## src/rtl/axi_wr_native_bridge.sv

```systemverilog
// AXI write burst -> native single-beat command + data adapter; optional w_last check under AXI_WR_LAST_CHECK_EN.
// Latency: AW to first native cmd 1 cycle; 2 cycles minimum per beat (CMD then DATA); B one cycle after final beat.
// Backpressure: cmd/B valids are registered and held until accepted; W<->wdata is a combinational valid/ready pass-through.
module axi_wr_native_bridge #(
   parameter int ADDR_W = 32,
   parameter int DATA_W = 256,
   parameter int ID_W   = 1
) (
   input  logic                  clk,
   input  logic                  rst,
   // AXI AW channel
   input  logic                  axi_aw_valid,
   output logic                  axi_aw_ready,
   input  logic [ADDR_W-1:0]     axi_aw_payload_addr,
   input  logic [1:0]            axi_aw_payload_burst,
   input  logic [7:0]            axi_aw_payload_len,
   input  logic [3:0]            axi_aw_payload_size,
   input  logic [ID_W-1:0]       axi_aw_payload_id,
   // AXI W channel
   input  logic                  axi_w_valid,
   output logic                  axi_w_ready,
   input  logic                  axi_w_last,
   input  logic [DATA_W-1:0]     axi_w_payload_data,
   input  logic [DATA_W/8-1:0]   axi_w_payload_strb,
   // AXI B channel
   output logic                  axi_b_valid,
   input  logic                  axi_b_ready,
   output logic [1:0]            axi_b_payload_resp,
   output logic [ID_W-1:0]       axi_b_payload_id,
   // native command stream
   output logic                  native_cmd_valid,
   input  logic                  native_cmd_ready,
   output logic                  native_cmd_first,
   output logic                  native_cmd_last,
   output logic                  native_cmd_payload_we,
   output logic                  native_cmd_payload_mw,
   output logic [ADDR_W-1:0]     native_cmd_payload_addr,
   // native write data stream
   output logic                  wdata_valid,
   input  logic                  wdata_ready,
   output logic                  wdata_first,
   output logic                  wdata_last,
   output logic [DATA_W-1:0]     wdata_payload_data,
   output logic [DATA_W/8-1:0]   wdata_payload_we
);

   // Word address width: a beat is 32 bytes, so the low 5 byte-address bits drop out.
   localparam int WA_W = ADDR_W - 5;

   localparam logic [1:0] BURST_FIXED = 2'b00;
   localparam logic [1:0] BURST_WRAP  = 2'b10;
   localparam logic [1:0] RESP_OKAY   = 2'b00;
   localparam logic [1:0] RESP_SLVERR = 2'b10;

   typedef enum logic [1:0] {
      S_IDLE,
      S_CMD,
      S_DATA,
      S_RESP
   } state_t;

   state_t            state;
   logic              aw_rdy_q;
   logic              cmd_vld_q;
   logic              data_q;
   logic              b_vld_q;
   logic [ID_W-1:0]   id_q;
   logic [7:0]        len_q;
   logic [1:0]        burst_q;
   logic [WA_W-1:0]   waddr_q;
   logic [7:0]        beat_q;
   logic              err_q;
   logic [1:0]        resp_q;

   logic              w_hs;
   logic              beat_is_last;
   logic              last_err;
   logic              err_next;

   // Next word address for the burst type. WRAP only wraps for the
   // power-of-two lengths 2/4/8/16 beats; any other length degrades to INCR.
   function automatic logic [WA_W-1:0] next_addr(input logic [WA_W-1:0] a,
                                                 input logic [1:0]      burst,
                                                 input logic [7:0]      len);
      logic [WA_W-1:0] inc;
      logic [WA_W-1:0] mask;
      logic            wrap_ok;
      logic [WA_W-1:0] res;
      inc     = a + WA_W'(1);
      mask    = '0;
      wrap_ok = 1'b1;
      case (len)
         8'd1:    mask = WA_W'(4'h1);
         8'd3:    mask = WA_W'(4'h3);
         8'd7:    mask = WA_W'(4'h7);
         8'd15:   mask = WA_W'(4'hF);
         default: wrap_ok = 1'b0;
      endcase
      if (burst == BURST_FIXED) begin
         res = a;
      end else if ((burst == BURST_WRAP) && wrap_ok) begin
         res = (a & ~mask) | (inc & mask);
      end else begin
         res = inc;
      end
      return res;
   endfunction

   assign w_hs         = data_q & axi_w_valid & wdata_ready;
   assign beat_is_last = (beat_q == len_q);

`ifdef AXI_WR_LAST_CHECK_EN
   // A w_last that disagrees with the beat count flags the burst; the count still rules termination.
   assign last_err = w_hs & (axi_w_last != beat_is_last);
   logic unused_bits;
   assign unused_bits = ^axi_aw_payload_addr[4:0];
`else
   // w_last carries no information here: the burst length comes from AW.
   assign last_err = 1'b0;
   logic unused_bits;
   assign unused_bits = ^{axi_aw_payload_addr[4:0], axi_w_last};
`endif

   assign err_next = err_q | last_err;

   // Burst sequencer: owns every registered handshake output.
   always_ff @(posedge clk or negedge rst) begin
      if (!rst) begin
         state     <= S_IDLE;
         aw_rdy_q  <= 1'b0;
         cmd_vld_q <= 1'b0;
         data_q    <= 1'b0;
         b_vld_q   <= 1'b0;
         id_q      <= '0;
         len_q     <= '0;
         burst_q   <= '0;
         waddr_q   <= '0;
         beat_q    <= '0;
         err_q     <= 1'b0;
         resp_q    <= RESP_OKAY;
      end else begin
         case (state)
            S_IDLE: begin
               if (aw_rdy_q && axi_aw_valid) begin
                  id_q      <= axi_aw_payload_id;
                  len_q     <= axi_aw_payload_len;
                  burst_q   <= axi_aw_payload_burst;
                  waddr_q   <= axi_aw_payload_addr[ADDR_W-1:5];
                  beat_q    <= '0;
                  err_q     <= (axi_aw_payload_size != 4'd5);
                  aw_rdy_q  <= 1'b0;
                  cmd_vld_q <= 1'b1;
                  state     <= S_CMD;
               end else begin
                  aw_rdy_q  <= 1'b1;
               end
            end
            S_CMD: begin
               if (native_cmd_ready) begin
                  cmd_vld_q <= 1'b0;
                  data_q    <= 1'b1;
                  state     <= S_DATA;
               end
            end
            S_DATA: begin
               if (w_hs) begin
                  err_q  <= err_next;
                  data_q <= 1'b0;
                  if (beat_is_last) begin
                     b_vld_q <= 1'b1;
                     resp_q  <= err_next ? RESP_SLVERR : RESP_OKAY;
                     state   <= S_RESP;
                  end else begin
                     beat_q    <= beat_q + 8'd1;
                     waddr_q   <= next_addr(waddr_q, burst_q, len_q);
                     cmd_vld_q <= 1'b1;
                     state     <= S_CMD;
                  end
               end
            end
            S_RESP: begin
               if (axi_b_ready) begin
                  b_vld_q  <= 1'b0;
                  aw_rdy_q <= 1'b1;
                  state    <= S_IDLE;
               end
            end
            default: begin
               state <= S_IDLE;
            end
         endcase
      end
   end

   assign axi_aw_ready            = aw_rdy_q;

   assign native_cmd_valid        = cmd_vld_q;
   assign native_cmd_first        = 1'b1;
   assign native_cmd_last         = 1'b1;
   assign native_cmd_payload_we   = 1'b1;
   assign native_cmd_payload_mw   = 1'b0;
   assign native_cmd_payload_addr = {{5{1'b0}}, waddr_q};

   assign wdata_valid             = data_q & axi_w_valid;
   assign axi_w_ready             = data_q & wdata_ready;
   assign wdata_first             = data_q & (beat_q == 8'd0);
   assign wdata_last              = data_q & beat_is_last;
   assign wdata_payload_data      = axi_w_payload_data;
   assign wdata_payload_we        = axi_w_payload_strb;

   assign axi_b_valid             = b_vld_q;
   assign axi_b_payload_resp      = resp_q;
   assign axi_b_payload_id        = id_q;

endmodule
```

## config.mk

```make
export PLATFORM = sky130hd
export DESIGN_NAME = axi_wr_native_bridge
export DESIGN_NICKNAME = d
export VERILOG_FILES = /design/src/rtl/axi_wr_native_bridge.sv
export SDC_FILE = /design/constraint.sdc
export NUM_CORES = 1
export LEC_CHECK = 0
export CORE_AREA = 8 8 258 260
export CTS_CLUSTER_DIAMETER = 40
export CTS_CLUSTER_SIZE = 16
export DETAILED_ROUTE_END_ITERATION = 12
export DIE_AREA = 0 0 266 268
export DONT_BUFFER_PORTS = 1
export GPL_ROUTABILITY_DRIVEN = 0
export PLACE_DENSITY = 0.3
export SLEW_MARGIN = 20
export SYNTH_ARGS = -nofsm -noshare
export SYNTH_HDL_FRONTEND = slang
export SYNTH_SLANG_ARGS = --single-unit
```

## constraint.sdc

```tcl
create_clock -name clk -period 2 [get_ports clk]
set_input_delay 0.2 -clock clk [delete_from_list [all_inputs] [get_ports clk]]
set_output_delay 0.2 -clock clk [all_outputs]
set_load 0.01 [all_outputs]
```

After elaboration in Yosys (flattened, before gate mapping)
Cells that the tools add are included.
Cells by class
  $add $sub $neg: 2
  eq/ne operators: 17
  multiplexer cells: 40
  bitwise operators: 9
  reduce and logical (&&, ||, !) cells: 20
Operators by type and width (number)
  2-to-1 mux 27 bit: 8
  bitwise AND 27 bit: 2
  case mux 27 bit (2 select lines): 1
  adder 27 x 1 -> 27 bit, second input constant: 1
  NOT 27 bit: 1
  OR 27 bit: 1
  2-to-1 mux 8 bit: 3
  case mux 4 bit (4 select lines): 1
  case mux 8 bit (2 select lines): 1
  2-to-1 mux 1 bit: 15
  != test 2 bit, second input constant: 7
  2-to-1 mux 2 bit: 6
  AND reduction 4 bit: 3
  AND reduction 5 bit: 2
  adder 8 x 1 -> 8 bit, second input constant: 1
  equality test 8 x 1 -> 1 bit, second input constant: 1
  equality test 8 x 2 -> 1 bit, second input constant: 1
  equality test 8 x 3 -> 1 bit, second input constant: 1
  equality test 8 x 4 -> 1 bit, second input constant: 1
  equality test 8 bit: 1
  zero test 8 bit: 1
  case mux 2 bit (4 select lines): 1
  nonzero test 2 bit: 4
  equality test 2 bit, second input constant: 3
  11 further kinds: 21
Word-level totals
  bits in registers: 55
  bits of input ports: 343

Logic depth before layout (Yosys ltp)
Gate-level depths: netlist of run 1.
  word-level depth: 13
  gate-level depth with buffers: 7
  gate-level depth less buffers: 6

Least setup slack after synthesis of run 1
Ideal clock, no wire load.
  path type: flip-flop to flip-flop
  start: register len_q[2]
  end: register waddr_q[11]
  setup time: 0.122 ns
  data arrival time: 1.660 ns
  required time: 1.878 ns
  slack: 0.218 ns
  stages on the path, launching flop included: 7
  buffers on the path: 1
  clock period less this slack: 1.782 ns
  path through: dfrtp_1 -> buf_2 -> xnor2_1 -> nand4_2 -> o2111ai_4 -> nand2_2 -> a32o_1
On the way
  longest elaborated chain between the ends: 12
  elaborated cells on any way between the ends: 18
RTL lines
  start, declared: line 68  | logic [7:0] len_q;
  start signal, assigned: line 146  | len_q <= axi_aw_payload_len;
  equality test 8 x 4 -> 1 bit, or another cell as far along: line 92  | case (len)
  OR reduction 4 bit (no source line)
  2-to-1 mux 1 bit: line 92
  2-to-1 mux 1 bit: line 169  | if (beat_is_last) begin
  2-to-1 mux 1 bit: line 166  | if (w_hs) begin
  2-to-1 mux 1 bit: line 142  | case (state)
  logical AND 1 bit: line 101  | end else if ((burst == BURST_WRAP) && wrap_ok) begin
  2-to-1 mux 27 bit: line 101
  2-to-1 mux 27 bit: line 99  | if (burst == BURST_FIXED) begin
  2-to-1 mux 27 bit: line 169
  2-to-1 mux 27 bit: line 166
  case mux 27 bit (2 select lines): line 142
  end signal, assigned: line 148  | waddr_q <= axi_aw_payload_addr[ADDR_W-1:5];
  end signal, assigned: line 175  | waddr_q <= next_addr(waddr_q, burst_q, len_q);
  end, declared: line 70  | logic [WA_W-1:0] waddr_q;
Parallel ways exist; a longest one is shown, timed or not. The select of a mux whose other input is x is not followed.
A chain may end at the register's enable or synchronous reset.

Worst setup path after layout of run 1
  start: register len_q[6]
  end: register waddr_q[8]
The elaborated chain is that of the path after synthesis.

==> impl_metrics.env, run 1 <==
export IMPL_syn_area_um2=5630
export IMPL_vdd_ir_drop_max_mv=0.344
export IMPL_h_tree_depth=2
export IMPL_p_per_area_nw_per_um2=1350
export IMPL_synthAdderAreaFrac_pct=0.667
export IMPL_critPathKind="register to register"
export IMPL_stdcell_count=1323
export IMPL_ys_warn_count=0
export IMPL_wl_per_cell_um=18.6
export IMPL_fin_nets=820
export IMPL_vias_per_cell=2.90
export IMPL_clk_insertion_delay_late_ns=0.32
export IMPL_fp_dieW_um=266
export IMPL_hp_class="primary input to register"
export IMPL_required_ns=2.25
export IMPL_worst_slew_pin_slew_ns=0.501
export IMPL_synth_cells=684
export IMPL_slowest_delay_ns=0.50
export IMPL_cts_tree="yes"
export IMPL_cp_top_family="simple AND/OR/NAND/NOR gates"
export IMPL_drive_gt1_share_pct=27.6
export IMPL_dpl_hpwl_um=20400
export IMPL_root_buffer="clkbuf_16"
export IMPL_slew_headroom_pct=66.6
export IMPL_grt_pass1_wl_um=32600
export IMPL_cpMaxStageDelayCell="or4_1"
export IMPL_synth_xor_area_share_pct=1.40
export IMPL_synth_cell_type_count=66
export IMPL_drc=0
export IMPL_num_rows=92
export IMPL_p_int_mw=3.99
export IMPL_drtIter0Drc=176
export IMPL_synthMuxAreaShare_pct=0.400
export IMPL_status="finished clean"
export IMPL_path_cells="xnor2_2 -> nand4_4 -> buf_4 -> o2111ai_4 -> buf_6 -> or4_1 -> nand3_1"
export IMPL_power_leakage_nw=1.96
export IMPL_combPwrFrac_pct=56.2
export IMPL_firstDrtPassIters=4
export IMPL_min_period_ns=1.90
export IMPL_worstSetupStartpointType="register"
export IMPL_end_kind="register"
export IMPL_cp_arrival_ns=2.16
export IMPL_postSynthAreaPerCell_um2=8.23
export IMPL_dieArea_um2=71300
export IMPL_cts_sinks=54
export IMPL_synth_edff_count=0
export IMPL_vias=3838
export IMPL_numPlacedInstances=1297
export IMPL_portBuffers=0
export IMPL_areaGrowthSynthToFinish_pct=-2.22
export IMPL_clock_path_buffers=2
export IMPL_async_flop_share_pct=100
export IMPL_wirelength_um=24600
export IMPL_core_area_um2=62400
export IMPL_synthSimpleGateAreaFrac_pct=17.3
export IMPL_cp_max_fo=5
export IMPL_grt_overflow=0
export IMPL_drv_cap=0
export IMPL_ys_seq_area_share_pct=24.0
export IMPL_pwr_share_clk_pct=14.8
export IMPL_path_clk_slew_ns=0.09
export IMPL_maxSlewViolCount=0
export IMPL_synth_seq_cells=54
export IMPL_yosysTopAreaCell="buf_4"
export IMPL_ant_nets=0
export IMPL_setup_violations=0
export IMPL_ys_dominant_reg_cell="dfrtp_1"
export IMPL_synth_top_area_share_pct=39.9
export IMPL_numCtsBuffers=5
export IMPL_fin_crit_sh_pct=95.1
export IMPL_fin_worst_skew_ns=0.0129
export IMPL_p_sw_mw=3.45
export IMPL_swShare_pct=46.4
export IMPL_ios=677
export IMPL_track_usage_pct=6.55
export IMPL_synth_compound_area_share_pct=14.2
export IMPL_fmax_ghz=0.526
export IMPL_fillers=7339
export IMPL_start_util_pct=9.03
export IMPL_grt_pass1_vias=3988
export IMPL_sequentialPowerShare_pct=29.0
export IMPL_grt_max_degree=55
export IMPL_die_h_um=268
export IMPL_grt_antenna_before_repair=9
export IMPL_cp_num_buf_inv=2
export IMPL_synthTopCellsByArea="buf_4 (40%), dfrtp_1 (24%), nand2_1 (5.7%)"
export IMPL_postLayoutCoreUtil_pct=8.83
export IMPL_synth_top_family_by_area="buffers and inverters"
export IMPL_hold_viol=0
-- worst paths after layout --
path                                       start     endpoint  slack [ns]  cells after the start
min in group asynchronous                    rst     len_q[7]        0.41                      2
min                        axi_aw_payload_len[4]     len_q[4]       0.007                      2
min reg2reg                             err_next     err_next        0.50                      2
max                                     len_q[6]   waddr_q[8]         0.1                      7
max in group asynchronous                    rst  waddr_q[25]        1.29                      2
max reg2reg                             len_q[6]   waddr_q[8]         0.1                      7
-- flip-flops by register name, indices dropped and copies added, names as in the netlist, named ones only --
signal	count
axi_b_payload_resp	1
native_cmd_valid	1
err_next	1
axi_aw_ready	1
axi_b_valid	1
axi_b_payload_id	1
beat_q	8
len_q	8
data_q	1
burst_q	2
state	2
waddr_q	24
-- area by class of cell --
| class | instances | area [µm²] | share of cell area [%] |
|---|---|---|---|
| diodes | 2 | 5.00 | 0.0909 |
| clock buffers | 5 | 125 | 2.27 |
| clock inverters | 3 | 47.5 | 0.863 |
| inverters | 6 | 22.5 | 0.409 |
| multi-input cells | 313 | 2090 | 38.0 |
| flip-flops and latches | 54 | 1360 | 24.6 |
| well taps | 846 | 1060 | 19.2 |
| repair buffers | 94 | 798 | 14.5 |
-- routing by layer --
| metal | part of all wire, % | GRT usage (%) | up-vias |
|---|---|---|---|
| met2 | 43 | 9.69 | 293 |
| met4 | 5.6 | 4.11 | 18 |
| met5 | 0.97 | 1.49 | - |
| li1 | - | - | 1620 |
| met1 | 30 | 5.68 | 1767 |
| met3 | 20 | 6.06 | 140 |
-- stage by stage --
step / hold slack, ns / power, mW / setup TNS [ns] / cell area, µm² / setup slack [ns]
floorplan: -0.0956 / 4.72 / 0 / 5660 / 0.218
global placement: -0.0938 / 6.18 / -0.254 / 5010 / -0.0340
detailed placement: -0.0934 / 6.19 / -0.141 / 5010 / -0.0407
CTS: 0.00197 / 7.46 / -0.0109 / 5350 / -0.0109
global route: 0.0129 / 8.14 / -0.00430 / 5500 / -0.00335
finish: 0.00750 / 7.43 / 0 / 5510 / 0.0980
-- cell usage in the layout, fill, tap and decap left out, types with 3 or more instances in the layout --
master,netlist,routed
buf_4,299,76
nor2_1,10,9
dfrtp_2,0,4
dfrtp_1,54,50
o22ai_1,7,7
and4_1,5,5
nand2b_1,3,3
conb_1,2,10
o41ai_1,3,3
inv_1,6,6
clkbuf_16,0,5
nand3_1,16,16
buf_6,1,4
nand4_1,12,12
or3_1,4,4
ha_1,3,3
and3_1,8,8
o31ai_1,9,9
o211ai_1,8,8
nor4_1,9,8
o21ai_0,17,17
o31a_1,8,8
xnor2_2,0,6
nand2_1,86,84
a21oi_1,16,14
a22oi_1,4,4
and2_1,6,5
dlygate4sd3_1,0,10
a22o_1,11,11
a32o_1,4,3
nand2_4,0,3
-- power by group through the flow --
stage	Clock [mW]	Combinational, mW	Sequential [mW]
after floorplan	0	2.53	2.19
after global placement	0	4.02	2.16
after detailed placement	0	4.04	2.16
after CTS	1.15	4.16	2.14
after global routing	1.19	4.69	2.26
final	1.10	4.18	2.16
-- kinds of logic after synthesis --
kind of cell               count (synthesis)
and+or+nand+nor                          183
adders and majority gates                  3
AOI/OAI and AO/OA                        106
xor gates and xnor gates                   9
DFF                                       54
buffers and inverters                    325
other                                      2
muxes                                      2
-- cell usage after synthesis, types with 3 or more instances --
| cell type | number |
|---|---|
| a32o_1 | 4 |
| o31ai_1 | 9 |
| o22ai_1 | 7 |
| nand3_1 | 16 |
| o211ai_1 | 8 |
| and2_1 | 6 |
| o41ai_1 | 3 |
| o31a_1 | 8 |
| nand2b_1 | 3 |
| or4_1 | 3 |
| a21oi_1 | 16 |
| inv_1 | 6 |
| xnor2_1 | 8 |
| or3_1 | 4 |
| o21ai_0 | 17 |
| buf_2 | 6 |
| nor2_1 | 10 |
| dfrtp_1 | 54 |
| and4_1 | 5 |
| a22o_1 | 11 |
| clkbuf_1 | 10 |
| nor4_1 | 9 |
| buf_4 | 299 |
| nand4_1 | 12 |
| ha_1 | 3 |
| and3_1 | 8 |
| a22oi_1 | 4 |
| nand2_1 | 86 |
-- worst register-to-register path: stages, from the launching register on --
cell and delay, ns:
dfrtp_2 0.46, xnor2_2 0.16, nand4_4 0.13, buf_4 0.14, o2111ai_4 0.16, buf_6 0.19
or4_1 0.50, nand3_1 0.09
-- timing repair --
item / in CTS / in global routing
gates cloned: 0 / 0
hold endpoints to repair: 63 / 0
buffers inserted: 4 / 2
resized for setup: 1 / 32
hold buffers: 11 / 0
pin swaps: 3 / 10
setup endpoints to repair: 23 / 30
No activity file was read; power rests on OpenSTA's default activity.
==> run 2, diff against run 1 <==
Settings changed: GPL_ROUTABILITY_DRIVEN 0 to not set, SKIP_CTS_REPAIR_TIMING set to 1.
==> run 2 against run 1 <==
  * Critical path depth shrank 2
  * Largest cell class unchanged
  * Clock power about the same
  * Core utilization barely moved
  * Setup slack worse by 0.027 ns
  * Clock skew barely moved
  * First-iteration DRC count rose by 8.0%
  * Sequential power barely moved
  * Flip-flop and latch count unchanged
  * Clock-buffer cell count unchanged
  * Fmax shrank 1.4%
  * Total power is 0.15% lower
==> impl_metrics.env, run 2 (synthesized netlist as in run 1, its figures left out) <==
export IMPL_status="finished clean"
export IMPL_wl_per_cell_um=18.6
export IMPL_met3_length_um=5000
export IMPL_cp_startpoint="len_q[7]"
export IMPL_root_buffer="clkbuf_16"
export IMPL_required_ns=1.80
export IMPL_clk_insertion_delay_late_ns=0.32
export IMPL_regMostFlops="waddr_q"
export IMPL_core_area_um2=62400
export IMPL_cp_arrival_ns=1.73
export IMPL_layout_commonest_cell="nand2_1"
export IMPL_grt_pass1_vias=3898
export IMPL_fin_crit_sh_pct=96.4
export IMPL_stdcell_count=1322
export IMPL_numCtsBuffers=5
export IMPL_fp_dieW_um=266
export IMPL_hold_viol=0
export IMPL_setup_violations=0
export IMPL_numPlacedInstances=1297
export IMPL_cts_sinks=54
export IMPL_gp_congestion=0.681
export IMPL_fin_nets=819
export IMPL_dp_slack_ns=-0.0407
export IMPL_crit_end="wdata_last"
export IMPL_vdd_ir_drop_max_mv=0.346
export IMPL_largest_register_ffs=24
export IMPL_worstSetupStartpointType="register"
export IMPL_h_tree_depth=2
export IMPL_grt_setup_unrepaired="true"
export IMPL_end_kind="primary output"
export IMPL_clock_path_buffers=2
export IMPL_num_rows=92
export IMPL_drv_cap=0
export IMPL_drc=0
export IMPL_critPathKind="register to primary output"
export IMPL_start_util_pct=9.03
export IMPL_portBuffers=0
export IMPL_track_usage_pct=6.52
export IMPL_wl_met2_um=10600
export IMPL_timing_rr_start="len_q[7]"
export IMPL_vias=3837
export IMPL_min_period_ns=1.93
export IMPL_cp_max_fo=5
export IMPL_path_clk_slew_ns=0.09
export IMPL_drive_gt1_share_pct=27.4
export IMPL_power_leakage_nw=1.96
export IMPL_highest_layer="met5"
export IMPL_vias_per_cell=2.90
export IMPL_grt_pass1_wl_um=32400
export IMPL_drtIter0Drc=190
export IMPL_cts_tree="yes"
export IMPL_wirelength_um=24600
export IMPL_reg_largest_list="waddr_q: 24 flops, beat_q: 8 flops, len_q: 8 flops"
export IMPL_dieArea_um2=71300
export IMPL_p_per_area_nw_per_um2=1350
export IMPL_firstDrtPassIters=4
export IMPL_setup_slack_ns=0.0715
export IMPL_worstReg2RegEnd="beat_q[7]"
export IMPL_regToRegSetupSlack_ns=0.08
export IMPL_hp_class="primary input to register"
export IMPL_fin_worst_skew_ns=0.0126
export IMPL_ios=677
export IMPL_reg2reg_depth=7
export IMPL_grt_max_degree=55
export IMPL_fmax_ghz=0.519
export IMPL_ant_nets=0
export IMPL_final_cell_mix="nand2_1 (84), buf_4 (77), dfrtp_1 (51)"
export IMPL_maxSlewViolCount=0
export IMPL_dpl_hpwl_um=20400
export IMPL_areaGrowthSynthToFinish_pct=-2.29
export IMPL_grt_antenna_before_repair=9
export IMPL_grt_overflow=0
export IMPL_die_h_um=268
export IMPL_wl_met1_um=7330
run 2: cell types whose count changed in the layout (fill, tap and decap cells not counted), sizes merged:
cell / change
buf: -1
run 2: per-layer routing:
metal	vias up	global-route usage, %
met5	-	1.49
met4	18	4.11
met3	142	6.13
met2	293	9.66
met1	1765	5.58
li1	1619	-
run 2: worst min-delay path by stage:
stage,cells past startpoint,start,to,slack [ns]
6_report,2,axi_aw_payload_len[5],len_q[5],0.009
3_5_place_dp,0,rst,axi_b_payload_id,-0.09
4_1_cts,0,rst,axi_b_payload_id,-0.46
3_3_place_gp,0,rst,axi_b_payload_id,-0.09
2_1_floorplan,0,rst,asynchronous set/reset pin,-0.1
5_1_grt,2,axi_aw_payload_len[4],len_q[4],0.01
run 2: layout make-up:
type,count,area [µm²]
Clock inverter,3,47.5
Inverter,6,22.5
Sequential cell,54,1360
Timing Repair Buffer,93,783
Antenna cell,2,5.00
Tap cell,846,1060
Clock buffer,5,125
Fill cell,7344,56900
Multi-Input combinational cell,313,2110
run 2: where the power goes:
group	internal [mW]	switching (mW)	total [mW]
Sequential	1.56	0.595	2.16
Clock	0.601	0.498	1.10
Combinational	1.80	2.37	4.17
Total	3.96	3.46	7.42
run 2: stage by stage:
| stage | utilization, % | setup TNS, ns | instance area, µm² | hold WS, ns | power [mW] |
|---|---|---|---|---|---|
| after floorplan | - | 0 | 5660 | -0.0956 | 4.72 |
| final | 8.82 | 0 | 5500 | 0.00891 | 7.42 |
| after CTS | 8.31 | -0.744 | 5190 | -0.456 | 7.35 |
| after detailed placement | 8.04 | -0.141 | 5010 | -0.0934 | 6.19 |
| after global placement | 8.04 | -0.254 | 5010 | -0.0938 | 6.18 |
| after global routing | 8.81 | -0.163 | 5500 | 0.0130 | 8.13 |
run 2: critical path, cell delays in order, from the launching register on:
cell     delay, ns
dfrtp_2       0.47
xnor2_2       0.23
nand4_4       0.20
nor2_2        0.16
buf_4         0.15
and2_2        0.20
